**src/rtl/cic_decimator.sv**
```systemverilog
// N-stage CIC decimator: integrators at the input rate, a one-shot comb pipeline per
// decimation tick, then round-half-up scaling and saturation to the output width.
module cic_decimator #(
    parameter int IN_W   = 12,
    parameter int OUT_W  = 8,
    parameter int N      = 3,
    parameter int R_LOG2 = 12
) (
    input  logic                    clk,
    input  logic                    rst_n,
    input  logic                    en,
    input  logic signed [IN_W-1:0]  d_in,
    output logic signed [OUT_W-1:0] d_out,
    output logic                    out_valid
);

    localparam int ACC_W = IN_W + N * R_LOG2;
    localparam int SH    = ACC_W - OUT_W;

    localparam logic signed [ACC_W:0] RND_HALF =
        {{(ACC_W + 1 - SH){1'b0}}, 1'b1, {(SH - 1){1'b0}}};
    localparam logic signed [ACC_W:0] Q_MAX =
        $signed((ACC_W + 1)'((1 << (OUT_W - 1)) - 1));
    localparam logic signed [ACC_W:0] Q_MIN = ~Q_MAX;

    logic signed [ACC_W-1:0] d_ext;
    logic signed [ACC_W-1:0] integ      [N];
    logic signed [ACC_W-1:0] integ_next [N];
    logic signed [ACC_W-1:0] dly        [N];
    logic signed [ACC_W-1:0] comb       [N];
    logic signed [ACC_W-1:0] comb_in    [N];
    logic        [N-1:0]     stage_go;
    logic        [N-1:0]     stg;
    logic        [R_LOG2-1:0] cnt;
    logic                    tick;
    logic signed [ACC_W:0]   rnd;
    logic signed [ACC_W:0]   q_full;
    logic        [OUT_W-1:0] sat_val;

    assign d_ext = {{(ACC_W - IN_W){d_in[IN_W-1]}}, d_in};
    assign tick  = en && (cnt == {R_LOG2{1'b1}});

    // Register chain: every stage sums the previous stage's old value.
    always_comb begin
        integ_next[0] = integ[0] + d_ext;
        for (int k = 1; k < N; k++) begin
            integ_next[k] = integ[k] + integ[k-1];
        end
    end

    always_ff @(posedge clk or negedge rst_n) begin
        if (!rst_n) begin
            for (int k = 0; k < N; k++) begin
                integ[k] <= '0;
            end
        end else if (en) begin
            for (int k = 0; k < N; k++) begin
                integ[k] <= integ_next[k];
            end
        end
    end

    always_ff @(posedge clk or negedge rst_n) begin
        if (!rst_n) begin
            cnt <= '0;
        end else if (en) begin
            cnt <= cnt + R_LOG2'(1);
        end
    end

    // The first comb stage sees the last integrator including this tick's update.
    always_comb begin
        comb_in[0]  = integ_next[N-1];
        stage_go[0] = tick;
        for (int k = 1; k < N; k++) begin
            comb_in[k]  = comb[k-1];
            stage_go[k] = stg[k-1];
        end
    end

    always_ff @(posedge clk or negedge rst_n) begin
        if (!rst_n) begin
            for (int k = 0; k < N; k++) begin
                comb[k] <= '0;
                dly[k]  <= '0;
            end
            stg <= '0;
        end else begin
            for (int k = 0; k < N; k++) begin
                if (stage_go[k]) begin
                    comb[k] <= comb_in[k] - dly[k];
                    dly[k]  <= comb_in[k];
                end
            end
            stg <= stage_go;
        end
    end

    // One guard bit keeps the rounding add from wrapping at the positive limit.
    always_comb begin
        rnd    = {comb[N-1][ACC_W-1], comb[N-1]} + RND_HALF;
        q_full = rnd >>> SH;
        if (q_full > Q_MAX) begin
            sat_val = {1'b0, {(OUT_W - 1){1'b1}}};
        end else if (q_full < Q_MIN) begin
            sat_val = {1'b1, {(OUT_W - 1){1'b0}}};
        end else begin
            sat_val = q_full[OUT_W-1:0];
        end
    end

    always_ff @(posedge clk or negedge rst_n) begin
        if (!rst_n) begin
            d_out     <= '0;
            out_valid <= 1'b0;
        end else begin
            out_valid <= stg[N-1];
            if (stg[N-1]) begin
                d_out <= sat_val;
            end
        end
    end

endmodule

```
**config.mk**
```make
export PLATFORM = sky130hd
export DESIGN_NAME = cic_decimator
export DESIGN_NICKNAME = d
export VERILOG_FILES = /design/src/rtl/cic_decimator.sv
export SDC_FILE = /design/constraint.sdc
export NUM_CORES = 1
export LEC_CHECK = 0
export CAP_MARGIN = 20
export CORE_MARGIN = 4
export CORE_UTILIZATION = 59
export CTS_CLUSTER_SIZE = 12
export DETAILED_ROUTE_END_ITERATION = 10
export PLACE_DENSITY = 0.73
export SETUP_SLACK_MARGIN = 0.3
export SLEW_MARGIN = 20
export SYNTH_ARGS = -nofsm -noshare
export SYNTH_HDL_FRONTEND = slang
export SYNTH_SLANG_ARGS = --single-unit
```
**constraint.sdc**
```tcl
create_clock -name clk -period 14 [get_ports clk]
set_input_delay 3.5 -clock clk [delete_from_list [all_inputs] [get_ports clk]]
set_output_delay 3.5 -clock clk [all_outputs]
set_load 0.02 [all_outputs]
```
==> results.toml <==
[detailed_routing]
wl_met3_um = 2320
vias = 23900
drt-initial-drc-count = 1422
drt-met1-wl_um = 30000
met2_length_um = 29900
wire_per_inst_um = 15.9
vias_per_cell = 5.92
wirelength_um = 64300
ant_nets = 0
dr.pass1.iters = 7
drc = 0
highest_layer = "met4"

[power_and_ir_drop]
leakagePower_nw = 15.2
power_mw = 8.96
p_per_area_nw_per_um2 = 277
peakVddDrop_mv = 0.131

[logic_synthesis]
synthFlopType = "dfrtp_1"
yosysTopAreaCellShare_pct = 35.0
ys_ff_latch = 417
netlist_area_um2 = 29800
synth_commonest_cells = "dfrtp_1 (417), nand2_1 (382), o21ai_0 (287)"
synthTopCellsByArea = "dfrtp_1 (35%), ha_1 (12%), mux2_2 (6.4%), o21ai_0 (4.8%), nand2_1 (4.8%)"
syn_inst = 3359
syn-num-nets = 3662
yosysMostFrequentCell = "dfrtp_1"
synth-edff-count = 0
async_flop_share_pct = 100
avgSynthCellArea_um2 = 8.87
ys_types = 79
ys_warn_count = 0
synth_top_area_cell = "dfrtp_1"
yosysSeqAreaShare_pct = 35.0

[sta]
hold_viol_final = 0
rsz0062_at_grt = "false"
tns_ps = 0
maxSlewHeadroom_pct = 38.5
drv_slew = 0
min_period_ps = 6900
tightest_slew_ps = 923
finalSetupViolations = 0
fin_crit_sh_pct = 49.3
fmax_ghz = 0.145
fin_skew_ps = 11.2

[critical_path]
cp_num_cells = 13
start_kind = "primary input"
critical-path-max-stage-delay_ps = 450
crit_family = "compound AO/OA/AOI/OAI gates"
path_common_cell = "a31oi_1"
path_cells = "clkdlybuf4s50_1, buf_4, ha_1, nand4_1, nor3_1, o2111ai_1, a31oi_1, a31oi_1, o31ai_2, or3b_1, a31oi_1, xnor2_1, a21oi_1"
crit_type = "in -> reg"
path_buf_inv = 2
worstRegToRegCells = 21
cp-end-kind = "register"
cp_slowest_cell = "clkdlybuf4s50_1"
timing.rr.start = "integ[48]$_DFFE_PN0P_"
cp_max_fo = 40
worst_ep_required_time_ps = 14440
worst_r2r_endpoint = "comb[142]$_DFFE_PN0P_"
timing.reg2reg.setup_slack_ps = 7640
arrival_ps = 7340

[layout]
diodes = 0
nets = 3623
final_area_um2 = 32300
drive_above_1_share_pct = 8.84
area_growth_pct = 8.40

[place]
placement.io_buffers = 23
gp_congestion = 0.887
dpl_cell_area_um2 = 30500
hpwlAfterDp_um = 47800

[cts]
cts_sinks = 417
cts_buffer_depth = 3
cts_buffers = 49
cts_max_level = 2
cts_tree = "done"
holdBufCountCts = 0
post_cts_buffers = 0
post_cts_resized = 0
clk_pin_slew_ps = 60
cts_root_buf = "clkbuf_16"
clkLatencyLatePin_ps = 590

[status]
outcome = "finished, final reports clean"

[floorplan]
io_pins = 24
dieWidth_um = 233
die_area_um2 = 54200
die_h_um = 233
placementRows = 82
initial_core_util_pct = 59.5
coreArea_um2 = 50100

[grt]
overflow = 0
grt.total_usage_pct = 23.9
grt_pass1_wl_um = 111000
grt_max_degree = 160
grt_pass1_vias = 23500
antenna_found_initial = 0

[run]
drv_cap = 0

[hold_path]
worst_hold_path_type = "reg -> reg"
whs_endpoint = "cnt[8]$_DFFE_PN0P_"
worst_hold_startpoint = "cnt[8]$_DFFE_PN0P_"
hold_path_depth = 1
-- worst max-delay path by stage --
stage                         from                     end
final                     d_in[11]  integ[137]$_DFFE_PN0P_
after global routing      d_in[11]  integ[137]$_DFFE_PN0P_
after CTS                 d_in[11]  integ[137]$_DFFE_PN0P_
after detailed placement  d_in[11]  integ[137]$_DFFE_PN0P_
after global placement    d_in[11]  integ[137]$_DFFE_PN0P_
after floorplan            d_in[0]  integ[142]$_DFFE_PN0P_
-- final cells by class --
cell class              instances  area, um2
repair buffers                 34        332
clock buffers                  73       1520
fillers                      4293      17800
inverters                     216        811
multi-input cells            2602      18100
well taps                     672        841
flip-flops and latches        417      10400
clock inverters                17        273
-- layout by cell type (no fill, tap or decap), types with 22 or more instances in the layout --
| cell | instances |
|---|---|
| dfrtp_1 | 415 |
| nand2_1 | 382 |
| o21ai_0 | 287 |
| ha_1 | 283 |
| a21oi_1 | 281 |
| inv_1 | 214 |
| nor2_1 | 180 |
| mux2_2 | 169 |
| xnor2_1 | 150 |
| a21o_1 | 140 |
| xor2_1 | 81 |
| nand3_1 | 64 |
| clkbuf_16 | 51 |
| nand4_1 | 49 |
| o21bai_1 | 43 |
| o21a_1 | 38 |
| a211oi_1 | 38 |
| o21ai_1 | 32 |
| and3_1 | 32 |
| a31oi_1 | 31 |
| nor3_1 | 27 |
| o31ai_1 | 26 |
| nand2b_1 | 24 |
| nor2b_1 | 22 |
-- cell families (layout without fill, tap and decap cells) --
group | count (synthesis) | count (layout) | share of synthesized area (%)
fa+ha+maj | 288 | 288 | 12.2
xor+xnor | 232 | 232 | 6.87
flops | 417 | 417 | 35.0
simple gates | 857 | 857 | 13.1
mux | 174 | 174 | 6.55
buf+inv | 340 | 340 | 4.30
compound gates | 1051 | 1051 | 22.0
-- per-layer routing --
metal	global-route usage (%)	vias to the layer above
li1	-	12000
met1	32.0	11300
met2	40.4	477
met3	2.94	151
met4	8.09	0
met5	0	-
-- where the power goes --
part / total [mW] / switching, mW / internal (mW) / leakage (nW)
Clock: 1.38 / 0.505 / 0.876 / 0.882
Sequential: 1.68 / 0.223 / 1.46 / 5.31
Combinational: 5.89 / 3.37 / 2.52 / 8.97
-- worst register-to-register path: stages (launching register included) --
cell,delay (ps)
dfrtp_1,410
ha_1,240
fa_1,410
a21o_1,200
a21oi_1,290
o21ai_1,130
a21oi_1,210
o31a_1,300
nor4_1,90
a2111oi_0,750
o21ai_1,180
xor2_1,230
ha_1,450
and4_1,260
and3_1,260
nand2_1,160
or3_1,410
o31ai_1,490
o221a_2,340
a221oi_1,100
or3_1,310
nand3_1,80
-- stage by stage --
stage               hold slack [ps]  cells  setup slack (ps)  utilization [%]
finish                          471   4031              7100             64.5
CTS                             472   4031              7150             64.5
detailed placement              460   3941              6530             60.9
floorplan                       352   3359              7650                -
global placement                451   3941              6550             60.9
global route                    482   4031              6900             64.5
-- sequential cells by signal, summed over array words and instances (netlist names) --
name,flops
comb,105
d_out,8
out_valid,1
dly,144
stg,3
cnt,12
integ,144
Note: power is estimated with default switching activity, not from simulation.
